`src/rtl/pipeline_stall_controller.sv`:
```
// Stall/flush controller that sits beside the fetch stage.
// Drives the PC register's 2-bit nop command and the IF/ID and ID/EX
// hold/flush/bubble strobes in the same cycle as the hazard, branch or
// memory-busy event. Also keeps a saturating count of stalled cycles.
module pipeline_stall_controller #(
  parameter int LOAD_STALL_CYCLES   = 1,
  parameter int BRANCH_FLUSH_CYCLES = 2,
  parameter int MEM_WAIT_MAX        = 15
) (
  input  logic        clk,
  input  logic        reset,
  input  logic [3:0]  id_rs1,
  input  logic [3:0]  id_rs2,
  input  logic        id_uses_rs1,
  input  logic        id_uses_rs2,
  input  logic [3:0]  ex_rd,
  input  logic        ex_mem_read,
  input  logic        branch_taken,
  input  logic        mem_busy,
  output logic [1:0]  pc_nop,
  output logic        if_id_hold,
  output logic        if_id_flush,
  output logic        id_ex_bubble,
  output logic        pipe_freeze,
  output logic        mem_timeout,
  output logic [15:0] stall_count
);

  typedef enum logic [1:0] {RUN, LOAD_STALL, MEM_WAIT, FLUSH} state_t;
  // What the pipeline is told to do this cycle, after priority resolution.
  typedef enum logic [1:0] {ACT_NONE, ACT_LU, ACT_FLUSH, ACT_MEM} act_t;

  localparam logic [2:0] LS_RELOAD = 3'(LOAD_STALL_CYCLES - 1);
  localparam logic [2:0] BR_RELOAD = 3'(BRANCH_FLUSH_CYCLES - 1);
  localparam logic [7:0] WAIT_MAX  = 8'(MEM_WAIT_MAX);

  state_t      state_reg, state_next;
  logic [2:0]  rem_reg, rem_next;
  logic [7:0]  wait_cnt_reg, wait_cnt_next;
  logic        mem_timeout_reg, mem_timeout_next;
  logic        ignore_busy_reg, ignore_busy_next;
  logic [15:0] stall_count_reg;

  logic        lu;
  logic        busy;
  state_t      eff_state;
  act_t        act;
  logic [7:0]  wait_inc;

  // Hazard decode, effective state and priority-resolved action
  always_comb begin
    lu = ex_mem_read && (ex_rd != 4'd0) &&
         ((id_uses_rs1 && (id_rs1 == ex_rd)) || (id_uses_rs2 && (id_rs2 == ex_rd)));
    // After a timeout, a still-high mem_busy is disregarded until it drops.
    busy = mem_busy && !ignore_busy_reg;
    // Leaving MEM_WAIT, the same cycle is handled as the state it interrupted;
    // a non-zero rem means a load stall was preempted.
    eff_state = state_reg;
    if (state_reg == MEM_WAIT && !busy)
      eff_state = (rem_reg != 3'd0) ? LOAD_STALL : RUN;
    act = ACT_NONE;
    if (busy)
      act = ACT_MEM;
    else if (branch_taken || eff_state == FLUSH)
      act = ACT_FLUSH;
    else if (lu || eff_state == LOAD_STALL)
      act = ACT_LU;
    wait_inc = (state_reg == MEM_WAIT) ? wait_cnt_reg + 8'd1 : 8'd1;
  end

  // Next-state and counter update logic
  always_comb begin
    state_next       = RUN;
    rem_next         = 3'd0;
    wait_cnt_next    = 8'd0;
    mem_timeout_next = mem_timeout_reg;
    ignore_busy_next = ignore_busy_reg && mem_busy;
    case (act)
      ACT_MEM: begin
        if (wait_inc >= WAIT_MAX) begin
          mem_timeout_next = 1'b1;
          ignore_busy_next = 1'b1;
        end else begin
          state_next    = MEM_WAIT;
          wait_cnt_next = wait_inc;
          // Keep the outstanding load-stall count so it resumes afterwards.
          if (state_reg == LOAD_STALL || state_reg == MEM_WAIT)
            rem_next = rem_reg;
        end
      end
      ACT_FLUSH: begin
        if (branch_taken) begin
          if (BRANCH_FLUSH_CYCLES > 1) begin
            state_next = FLUSH;
            rem_next   = BR_RELOAD;
          end
        end else if (rem_reg > 3'd1) begin
          state_next = FLUSH;
          rem_next   = rem_reg - 3'd1;
        end
      end
      ACT_LU: begin
        if (eff_state == LOAD_STALL) begin
          if (rem_reg > 3'd1) begin
            state_next = LOAD_STALL;
            rem_next   = rem_reg - 3'd1;
          end
        end else if (LOAD_STALL_CYCLES > 1) begin
          state_next = LOAD_STALL;
          rem_next   = LS_RELOAD;
        end
      end
      default: ;
    endcase
  end

  // Mealy outputs, forced quiet while reset is asserted
  always_comb begin
    pc_nop       = 2'b00;
    if_id_hold   = 1'b0;
    if_id_flush  = 1'b0;
    id_ex_bubble = 1'b0;
    pipe_freeze  = 1'b0;
    if (!reset) begin
      case (act)
        ACT_MEM: begin
          pc_nop      = 2'b10;
          if_id_hold  = 1'b1;
          pipe_freeze = 1'b1;
        end
        ACT_FLUSH: begin
          if_id_flush  = 1'b1;
          id_ex_bubble = 1'b1;
        end
        ACT_LU: begin
          pc_nop       = 2'b01;
          if_id_hold   = 1'b1;
          id_ex_bubble = 1'b1;
        end
        default: ;
      endcase
    end
  end

  // State, counters and sticky timeout flag
  always_ff @(posedge clk) begin
    if (reset) begin
      state_reg       <= RUN;
      rem_reg         <= 3'd0;
      wait_cnt_reg    <= 8'd0;
      mem_timeout_reg <= 1'b0;
      ignore_busy_reg <= 1'b0;
      stall_count_reg <= 16'd0;
    end else begin
      state_reg       <= state_next;
      rem_reg         <= rem_next;
      wait_cnt_reg    <= wait_cnt_next;
      mem_timeout_reg <= mem_timeout_next;
      ignore_busy_reg <= ignore_busy_next;
      if (pc_nop != 2'b00 && stall_count_reg != 16'hFFFF)
        stall_count_reg <= stall_count_reg + 16'd1;
    end
  end

  assign mem_timeout = mem_timeout_reg;
  assign stall_count = stall_count_reg;

endmodule

```
`config.mk`:
```
export PLATFORM = sky130hd
export DESIGN_NAME = pipeline_stall_controller
export DESIGN_NICKNAME = d
export VERILOG_FILES = /design/src/rtl/pipeline_stall_controller.sv
export SDC_FILE = /design/constraint.sdc
export NUM_CORES = 1
export LEC_CHECK = 0
export BUFFER_PORTS_ARGS = -buffer_cell sky130_fd_sc_hd__buf_2
export CAP_MARGIN = 30
export CORE_AREA = 5 5 53 102
export CTS_CLUSTER_DIAMETER = 40
export DETAILED_ROUTE_END_ITERATION = 8
export DIE_AREA = 0 0 58 107
export PLACE_DENSITY = 0.65
export SLEW_MARGIN = 15
export SYNTH_ARGS = -nofsm -noshare
export SYNTH_HDL_FRONTEND = slang
export SYNTH_SLANG_ARGS = --single-unit
```
`constraint.sdc`:
```
create_clock -name clk -period 3 [get_ports clk]
set_input_delay 0.3 -clock clk [delete_from_list [all_inputs] [get_ports clk]]
set_output_delay 0.3 -clock clk [all_outputs]
set_load 0.02 [all_outputs]
```
# Yosys cells after proc, flatten, opt, wreduce, memory -nomap -nowiden
# Cells that the tools add are included.
dict set report classes {
  n_addsub 3
  n_lt_le_gt_ge 2
  n_eq_ne 11
  muxes 30
  n_bitwise 1
  reduce_logical 21
}
# cell count
set ops {}
lappend ops {{$add A16 B1 Y16 const B} 1}
lappend ops {{$ne A16 B16 Y1 const B} 1}
lappend ops {{$mux W3} 5}
lappend ops {{$mux W1} 14}
lappend ops {{$mux W2} 7}
lappend ops {{$pmux W3 S3} 1}
lappend ops {{$add A8 B1 Y8 const B} 1}
lappend ops {{$eq A2 B2 Y1 const B} 4}
lappend ops {{$eq A4 B4 Y1} 2}
lappend ops {{$ge A8 B4 Y1 const B} 1}
lappend ops {{$logic_and A1 B1 Y1} 8}
lappend ops {{$mux W8} 1}
lappend ops {{$eq A2 B1 Y1 const B} 3}
lappend ops {{$pmux W2 S3} 1}
lappend ops {{$logic_or A1 B1 Y1} 4}
lappend ops {{$pmux W2 S2} 1}
lappend ops {{$reduce_bool A4 Y1} 1}
lappend ops {{$reduce_or A2 Y1} 2}
lappend ops {{$gt A3 B1 Y1 const B} 1}
lappend ops {{$ne A3 B3 Y1 const B} 1}
lappend ops {{$reduce_bool A3 Y1} 1}
lappend ops {{$reduce_or A3 Y1} 1}
lappend ops {{$sub A3 B1 Y3 const B} 1}
lappend ops {{$logic_not A1 Y1} 2}
lappend ops {{3 further kinds} 3}
dict set report word_totals {
  regBits 31
  input_bits 19
  out_inout_bits 23
  word_cells 74
}

# Longest topological paths before layout
# Gate-level depths: netlist (run 1).
dict set report depth {
  ltp_word 15
  mapped_depth 13
  depth_no_buf 13
}

# Worst setup path after synthesis (run 1)
# Ideal clock, no wire load.
dict set report synth_timing {
  path_type {register to output}
  from {register state_reg[0]}
  to {output id_ex_bubble}
  arrival_time_ns 1.953
  t_required_ns 2.700
  slack_ns 0.747
  path_stages_with_launch 10
  path_buffers 0
  cell_sequence {dfxtp_1 inv_1 ha_1 inv_1 o31a_1 a21oi_1 o21a_1 inv_1 ha_1 nor2b_1}
}
dict set report synth_via {
  elab_chain_len 12
  word_cells_on_any_way 15
  classes_between {eq/ne (5); mux (6); reduce/logical (4)}
}
# item line
set synth_rtl {}
lappend synth_rtl {{start: declaration} 37} ;# state_t state_reg, state_next;
lappend synth_rtl {{start signal: assignment} 155} ;# state_reg <= state_next;
lappend synth_rtl {{$eq A2 B2 Y1} 59} ;# if (state_reg == MEM_WAIT && !busy)
lappend synth_rtl {{$logic_and A1 B1 Y1} 59}
lappend synth_rtl {{$mux W2 (*)} 59}
lappend synth_rtl {{$eq A2 B1 Y1} 66} ;# else if (lu || eff_state == LOAD_STALL)
lappend synth_rtl {{$logic_or A1 B1 Y1} 66}
lappend synth_rtl {{$mux W1} 66}
lappend synth_rtl {{$mux W2 (*)} 64} ;# else if (branch_taken || eff_state == FLUSH)
lappend synth_rtl {{$mux W2 (*)} 62} ;# if (busy)
lappend synth_rtl {{$eq A2 B1 Y1 / $eq A2 B2 Y1 (equally long branches)} 125} ;# case (act)
lappend synth_rtl {{$reduce_or A2 Y1 (no line) (*)} n/a}
lappend synth_rtl {{$mux W1 (*)} 125}
lappend synth_rtl {{$mux W1 (*)} 124} ;# if (!reset) begin
lappend synth_rtl {{end: declaration} 23} ;# output logic id_ex_bubble,
# Mark *: on every way between the ends. The rest lies on a longest branch, timed or not.

# Worst setup path after layout (run 1)
# Ends and elaborated chain as after synthesis.

==> results of run 1 <==
worst max-delay path by stage:
| stage | endpoint | slack (ns) | depth (start not counted) |
|---|---|---|---|
| global placement | rem_reg[2]$_SDFFE_PP0P_ | 0.61 | 11 |
| detailed placement | rem_reg[2]$_SDFFE_PP0P_ | 0.55 | 11 |
| floorplan | id_ex_bubble | 0.75 | 9 |
| global route | id_ex_bubble | 0.08 | 9 |
| CTS | id_ex_bubble | 0.28 | 9 |
| finish | id_ex_bubble | 0.30 | 11 |
cell usage after synthesis, types with 3 or more instances:
| master | instances |
|---|---|
| nand2_1 | 11 |
| xnor2_1 | 11 |
| nand2b_1 | 5 |
| nand3_1 | 10 |
| mux2_2 | 3 |
| clkbuf_1 | 3 |
| o22ai_1 | 3 |
| nand3b_1 | 3 |
| inv_1 | 10 |
| and3_1 | 4 |
| ha_1 | 11 |
| a211oi_1 | 4 |
| nor2_1 | 11 |
| or4_1 | 5 |
| o31ai_1 | 5 |
| nand4_1 | 6 |
| nor2b_1 | 8 |
| o21ai_0 | 11 |
| or3_1 | 6 |
| a21oi_1 | 19 |
| dfxtp_1 | 31 |
power groups by stage:
stage / combinational [mW] / clock, mW / sequential (mW)
floorplan: 0.103 / 0 / 0.446
global placement: 0.151 / 0 / 0.444
CTS: 0.153 / 0.439 / 0.434
finish: 0.151 / 0.432 / 0.434
global route: 0.170 / 0.461 / 0.437
detailed placement: 0.152 / 0 / 0.444
logic make-up (layout without fill, tap and decap cells):
kind of cell | Yosys count | after routing | share of synthesized area
flip-flops | 31 | 31 | 0.336
AND/OR/NAND/NOR | 78 | 78 | 0.242
multiplexers | 3 | 3 | 0.0183
buffers and inverters | 19 | 60 | 0.0508
XOR/XNOR | 12 | 12 | 0.0569
other | 1 | 4 | 0.00203
AO/OA/AOI/OAI | 59 | 59 | 0.219
adder cells (fa/ha/maj) | 11 | 11 | 0.0746
per-layer routing:
metal | GRT usage | wire length [um]
met2 | 0.287 | 2360
met3 | 0.0349 | 265
met4 | 0.0713 | 106
met1 | 0.162 | 1610
met5 | 0 | 0
final cells by class:
cell class                      instances  area share
Tap cell                               55      0.0312
Clock inverter                          2      0.0159
Clock buffer                            6      0.0375
Timing Repair Buffer                   42      0.0965
Inverter                               10      0.0170
Sequential cell                        31       0.281
Multi-Input combinational cell        167       0.520
worst reg2reg max path: cells and delay by family (launching register included):
kind	cells	cell delay [ns]
compound gates	8	1.22
fa+ha+maj	2	0.44
buf+inv	3	0.31
flops	1	0.33
metrics by stage:
step           hold WS, ns  cells
3_5_place_dp         0.436    305
5_1_grt              0.295    313
6_report             0.279    313
3_3_place_gp         0.430    305
4_1_cts              0.278    313
2_1_floorplan        0.440    217
==> results.cfg, run 1 <==
[status]
outcome = finished clean

[cts]
path_clk_slew_ns = 0.06
clkLatencyLatePin_ns = 0.29
cts_resized = 0
cts_inserted_buffers = 5
root_buffer = clkbuf_8
post_cts_buffers = 0
cts_sinks = 31
cts_buffer_depth = 2
hold_buffers = 0
cts_tree = yes
htreeDepth = 2

[route]
first_pass_iters = 4
drtAntennaViolNets = 0
post-route-drc-count = 0
drt_iter0_markers = 26
vias = 1736
wl_per_cell_um = 13.9
viasPerCell = 5.55
finalWirelength_um = 4340

[timing]
fin_crit_sh = 0.901
hold_viol_final = 0
drv_slew = 0
rsz0062_at_grt = no
clock_skew_ns = 0.00359
fin_crit_ns = 2.70
fin_ws_ns = 0.296
worst_pin_slew_ns = 0.731
finalSetupViolCount = 0
clock.fmax_ghz = 0.370
finalSetupTns_ns = 0
relSlewSlack = 0.510

[synth]
synth_area_per_cell_um2 = 8.62
netlist.area_leader.share = 0.336
yosys.area.top_type = dfxtp_1
ys_ff_latch = 31
synth.distinct_cells = 50
ys_async_sr_fraction = 0
ys.warnings.count = 0
synth_flop_cell = dfxtp_1
synth_area_leaders = dfxtp_1, ha_1, xnor2_1
synth_seq_area_share = 0.336
synth_cells = 214
syn_area_um2 = 1850
synth_edf_count = 0

[worst_setup_path]
startpoint_type = flip-flop
r2r_start = state_reg[0]$_SDFF_PP0_
critPathTopFamily = compound AO/OA/AOI/OAI gates
crit_chain = inv_1 -> ha_1 -> inv_1 -> o22ai_1 -> o31a_1 -> a21oi_1 -> o21a_1 -> inv_1 -> ha_1 -> nor2b_1 -> buf_2
cpPeakStageDelay_ns = 0.33
startpoint = state_reg[0]$_SDFF_PP0_
crit_top_cell = inv_1
critPathBufInv = 4
critPathKind = flip-flop to output port
crit_arrival_ns = 2.40
reg2reg_depth = 13
r2r_end = rem_reg[2]$_SDFFE_PP0P_
worst_ep_required_time_ns = 2.70
cp-end-kind = output port
worstPathMaxFanout = 7
cp_slowest_cell = dfxtp_1
reg2reg_slack_ns = 0.56

[power]
p_sw_frac = 0.262
cellLeakagePower_nw = 0.905
power_mw = 1.02
switching_power_mw = 0.266
power.internal_mw = 0.751
pwr-share-seq = 0.427
p_clk_frac = 0.425
power_density_nw_per_um2 = 461
ir_worst_vdd_mv = 0.242
p_comb_frac = 0.148

[final_layout]
stdcell_area_um2 = 2200
drive_gt1_frac = 0.229
final_nets = 287
layout_commonest_cell = buf_2
layout_common_cells = buf_2, dfxtp_1, a21oi_1
diodes = 0
seqCellArea_um2 = 621
multi_input_area_um2 = 1150
largest_reg_flops = 16
fillers = 484
area_delta_synth_final_pct = 19.5
final_util = 0.484

[placement]
io_buffers = 41
dpl-instance-area_um2 = 2090
place_congestion = 0.802
pre_cts_slack_ns = 0.547
dpl.hpwl_um = 3380

[floorplanning]
coreArea_um2 = 4550
die_height_um = 107
rows = 35
start_util = 0.405
io_pins = 42
die_w_um = 58
dieArea_um2 = 6210

[flow_run]
cap_violations = 0

[grt]
gr-total-overflow = 0
grt_pass1_wl_um = 7670
grt.total_usage = 0.157
antenna_found_initial = 0
first_global_vias = 1729
grt_max_degree = 33

[worst_hold_path]
hold_path_depth = 3
hold_path_class = input port to flip-flop
hold_path_end = ignore_busy_reg$_SDFF_PP0_
hp-start = mem_busy
Power figures use the tool's default switching activity.
==> inputs of run 2 (changes only) <==
Settings changed: CELL_PAD_IN_SITES_DETAIL_PLACEMENT set to 1, CELL_PAD_IN_SITES_GLOBAL_PLACEMENT set to 2, CORE_AREA 5 5 53 102 to 5 5 61 118, DIE_AREA 0 0 58 107 to 0 0 66 123, PLACE_DENSITY 0.65 to 0.78.
==> run 2 against run 1 <==
Register-to-register slack got worse by 0.04 ns. First-iteration DRC count grew to 3.1 times the previous value. Critical path type unchanged. Critical endpoint unchanged. Sequential power barely moved. Global-route usage fell by 2.4 points. Hold slack improved by 0.019 ns.
==> results.cfg, run 2 (same netlist as run 1, synthesis figures left out) <==
[floorplanning]
coreArea_um2 = 6210
die_height_um = 123
io_pins = 42
rows = 41
die_w_um = 66
start_util = 0.297
dieArea_um2 = 8120

[power]
cellLeakagePower_nw = 0.912
power_density_nw_per_um2 = 473
power_mw = 1.07
ir_worst_vdd_mv = 0.240

[grt]
first_global_vias = 1858
grt.total_usage = 0.133
antenna_found_initial = 0
grt_max_degree = 33
grt_pass1_wl_um = 8610
gr-total-overflow = 0

[timing]
hold_viol_final = 0
fin_crit_ns = 2.69
rsz0062_at_grt = no
fin_ws_ns = 0.310
drv_slew = 0
relSlewSlack = 0.544
worst_pin_slew_ns = 0.679
finalSetupTns_ns = 0
fin_crit_sh = 0.897
clock_skew_ns = 0.00168
clock.fmax_ghz = 0.372
finalSetupViolCount = 0

[cts]
hold_buffers = 0
cts_inserted_buffers = 5
cts_tree = yes
cts_sinks = 31
clkLatencyLatePin_ns = 0.27
htreeDepth = 2
root_buffer = clkbuf_16
cts_buffer_depth = 2
post_cts_buffers = 0
path_clk_slew_ns = 0.05

[placement]
place_congestion = 0.802
dpl-instance-area_um2 = 2130
io_buffers = 41
dpl.hpwl_um = 3570
pre_cts_slack_ns = 0.491

[final_layout]
drive_gt1_frac = 0.225
final_nets = 287
layout_commonest_cell = buf_2
final_util = 0.365
area_delta_synth_final_pct = 22.6
layout_common_cells = buf_2, dfxtp_1, a21oi_1
largest_reg_flops = 16
diodes = 0
stdcell_area_um2 = 2260

[worst_hold_path]
hold_path_class = input port to flip-flop
hold_path_depth = 3

[route]
viasPerCell = 5.11
wl_per_cell_um = 14.1
first_pass_iters = 4
finalWirelength_um = 4860
drt_iter0_markers = 81
post-route-drc-count = 0
drtAntennaViolNets = 0
vias = 1759

[worst_setup_path]
startpoint_type = flip-flop
reg2reg_depth = 12
worst_ep_required_time_ns = 2.70
crit_arrival_ns = 2.39
worstPathMaxFanout = 7
cp-end-kind = output port
critPathKind = flip-flop to output port

[status]
outcome = finished clean

[flow_run]
cap_violations = 0
-- run 2: cell types whose count changed in the layout (fill, tap and decap cells not counted), sizes merged --
cell and delta:
clkbuf +1, bufinv -1
-- run 2: worst paths after layout --
| check | startpoint | to | slack, ns |
|---|---|---|---|
| setup / recovery | state_reg[0]$_SDFF_PP0_ | id_ex_bubble | 0.31 |
| hold / removal | mem_busy | ignore_busy_reg$_SDFF_PP0_ | 0.30 |
| setup reg to reg | state_reg[0]$_SDFF_PP0_ | rem_reg[2]$_SDFFE_PP0P_ | 0.52 |
| hold reg to reg | mem_timeout$_SDFFE_PP0P_ | mem_timeout$_SDFFE_PP0P_ | 0.44 |
-- run 2: area by class of cell --
class	instances	area, um^2
Clock buffer	7	133
Clock inverter	1	5.00
Fill cell	746	3940
Inverter	10	37.5
Multi-Input combinational cell	167	1150
Sequential cell	31	621
Tap cell	86	108
Timing Repair Buffer	42	213
-- run 2: routing by layer --
metal / part of all wire / up-vias / track usage / wire length (um)
li1: - / 874 / - / -
met2: 0.49 / 31 / 0.219 / 2380
met3: 0.032 / 6 / 0.0255 / 156
met1: 0.46 / 848 / 0.170 / 2260
met4: 0.015 / 0 / 0.0496 / 71
met5: 0 / - / 0 / 0
-- run 2: timing repair --
item                                    CTS  global route
resized for setup                         0             1
endpoints found under the hold margin     0             0
endpoints found under the setup margin    0             1
-- run 2: where the power goes --
part	switching (mW)	internal, mW	total, mW
sequential	0.0114	0.424	0.435
clock	0.174	0.306	0.480
combinational	0.0965	0.0597	0.156
total	0.282	0.789	1.07
-- run 2: per-stage QoR --
| stage | instances | hold slack, ns |
|---|---|---|
| after floorplan | 217 | 0.440 |
| after global placement | 336 | 0.430 |
| after detailed placement | 336 | 0.436 |
| after CTS | 344 | 0.294 |
| after global routing | 344 | 0.328 |
| final | 344 | 0.299 |
-- run 2: worst max-delay path: stages, from the launching register on --
cell,delay [ns]
dfxtp_1,0.31
inv_1,0.08
ha_1,0.22
inv_2,0.09
o31a_1,0.32
a21oi_1,0.13
o21a_1,0.23
inv_1,0.09
ha_1,0.33
nor2b_1,0.14
buf_2,0.18
==> inputs of run 3 (changes only) <==
Settings changed: MAX_ROUTING_LAYER set to met4.
==> run 3 against run 2 <==
Sequential power is essentially flat. Core utilization is the same. Hold slack improved by 0.00050 ns. Register-to-register slack is essentially flat. Fmax down 0.15%. Power about the same. Global-route usage up 0.38 points. Critical path depth unchanged. Routed wire length is 0.10% lower. Clock power is essentially flat. Clock-buffer cell count did not move. Critical path type unchanged. Highest routed layer unchanged.
==> results.cfg, run 3 (same netlist as run 1, synthesis figures left out) <==
[status]
outcome = finished clean

[final_layout]
final_util = 0.365
drive_gt1_frac = 0.225
largest_reg_flops = 16
final_nets = 287
area_delta_synth_final_pct = 22.6
diodes = 0
fillers = 746
stdcell_area_um2 = 2260
layout_common_cells = buf_2, dfxtp_1, a21oi_1
layout_commonest_cell = buf_2
multi_input_area_um2 = 1150
final_cells = 344
seqCellArea_um2 = 621

[worst_setup_path]
reg2reg_depth = 12
r2r_start = state_reg[0]$_SDFF_PP0_
crit_chain = inv_1 -> ha_1 -> inv_2 -> o31a_1 -> a21oi_1 -> o21a_1 -> inv_1 -> ha_1 -> nor2b_1 -> buf_2
cpPeakStageDelay_ns = 0.33
crit_arrival_ns = 2.39
startpoint = state_reg[0]$_SDFF_PP0_
cp_slowest_cell = ha_1
worstPathMaxFanout = 7
startpoint_type = flip-flop
worst_ep_required_time_ns = 2.70
critPathKind = flip-flop to output port
cp-end-kind = output port

[floorplanning]
start_util = 0.297
rows = 41
dieArea_um2 = 8120
coreArea_um2 = 6210
die_height_um = 123
io_pins = 42
die_w_um = 66

[placement]
placed_cells = 336
io_buffers = 41
dpl.hpwl_um = 3570
place_congestion = 0.814
pre_cts_slack_ns = 0.491
dpl-instance-area_um2 = 2130

[power]
ir_worst_vdd_mv = 0.240
power_density_nw_per_um2 = 473
power_mw = 1.07
cellLeakagePower_nw = 0.912

[timing]
relSlewSlack = 0.545
timing.hold.ws_ns = 0.299
finalSetupViolCount = 0
fin_crit_sh = 0.898
fin_ws_ns = 0.306
rsz0062_at_grt = no
drv_slew = 0
worst_pin_slew_ns = 0.679
fin_crit_ns = 2.69
finalSetupTns_ns = 0
clock.fmax_ghz = 0.371
hold_viol_final = 0
clock_skew_ns = 0.00133

[worst_hold_path]
hold_path_depth = 3
hold_path_class = input port to flip-flop
hp-start = mem_busy

[cts]
path_clk_slew_ns = 0.05
cts_sinks = 31
cts_buffer_depth = 2
clkLatencyLatePin_ns = 0.27
htreeDepth = 2
cts_inserted_buffers = 5
post_cts_buffers = 0
root_buffer = clkbuf_16
cts_tree = yes
cts_resized = 0
hold_buffers = 0

[route]
wl_per_cell_um = 14.1
drt_iter0_markers = 76
first_pass_iters = 4
viasPerCell = 5.10
finalWirelength_um = 4860
post-route-drc-count = 0
vias = 1755
drtAntennaViolNets = 0

[grt]
grt_pass1_wl_um = 8620
gr-total-overflow = 0
antenna_found_initial = 0
grt.total_usage = 0.137
grt_max_degree = 33
first_global_vias = 1863

[flow_run]
cap_violations = 0
## run 3: cell counts in the layout (fill, tap and decap cells not counted)
Identical to the previous run, type by type.
## run 3: worst paths after layout
check                                     to  slack, ns
setup / recovery                id_ex_bubble       0.31
hold / removal    ignore_busy_reg$_SDFF_PP0_       0.30
setup reg to reg     rem_reg[2]$_SDFFE_PP0P_       0.52
hold reg to reg     mem_timeout$_SDFFE_PP0P_       0.44
## run 3: critical path: cells and delay by family, from the launching register on
family                     cells  cell delay [ns]
adders and majority gates      2             0.55
DFF                            1             0.31
buffers and inverters          4             0.44
and+or+nand+nor                1             0.14
AOI/OAI and AO/OA              3             0.68
## run 3: power breakdown
group,leakage (nW),internal [mW],switching [mW]
registers,0.252,0.424,0.0114
logic,0.592,0.0597,0.0964
clock network,0.0679,0.306,0.173
total,0.912,0.789,0.281
## run 3: final cells by class
type                       instances  area share
multi-input combinational        167       0.507
sequential                        31       0.274
timing repair buffer              42      0.0940
clock buffer                       7      0.0586
tap                               86      0.0475
inverter                          10      0.0166
clock inverter                     1     0.00221
## run 3: layer usage
layer	wire [um]	part of all wire	up-vias	track usage
met2	2400	0.49	29	0.217
met3	152	0.031	6	0.0255
met4	48	0.0099	0	0.0496
met5	0	0	-	-
met1	2260	0.47	846	0.171
li1	-	-	874	-
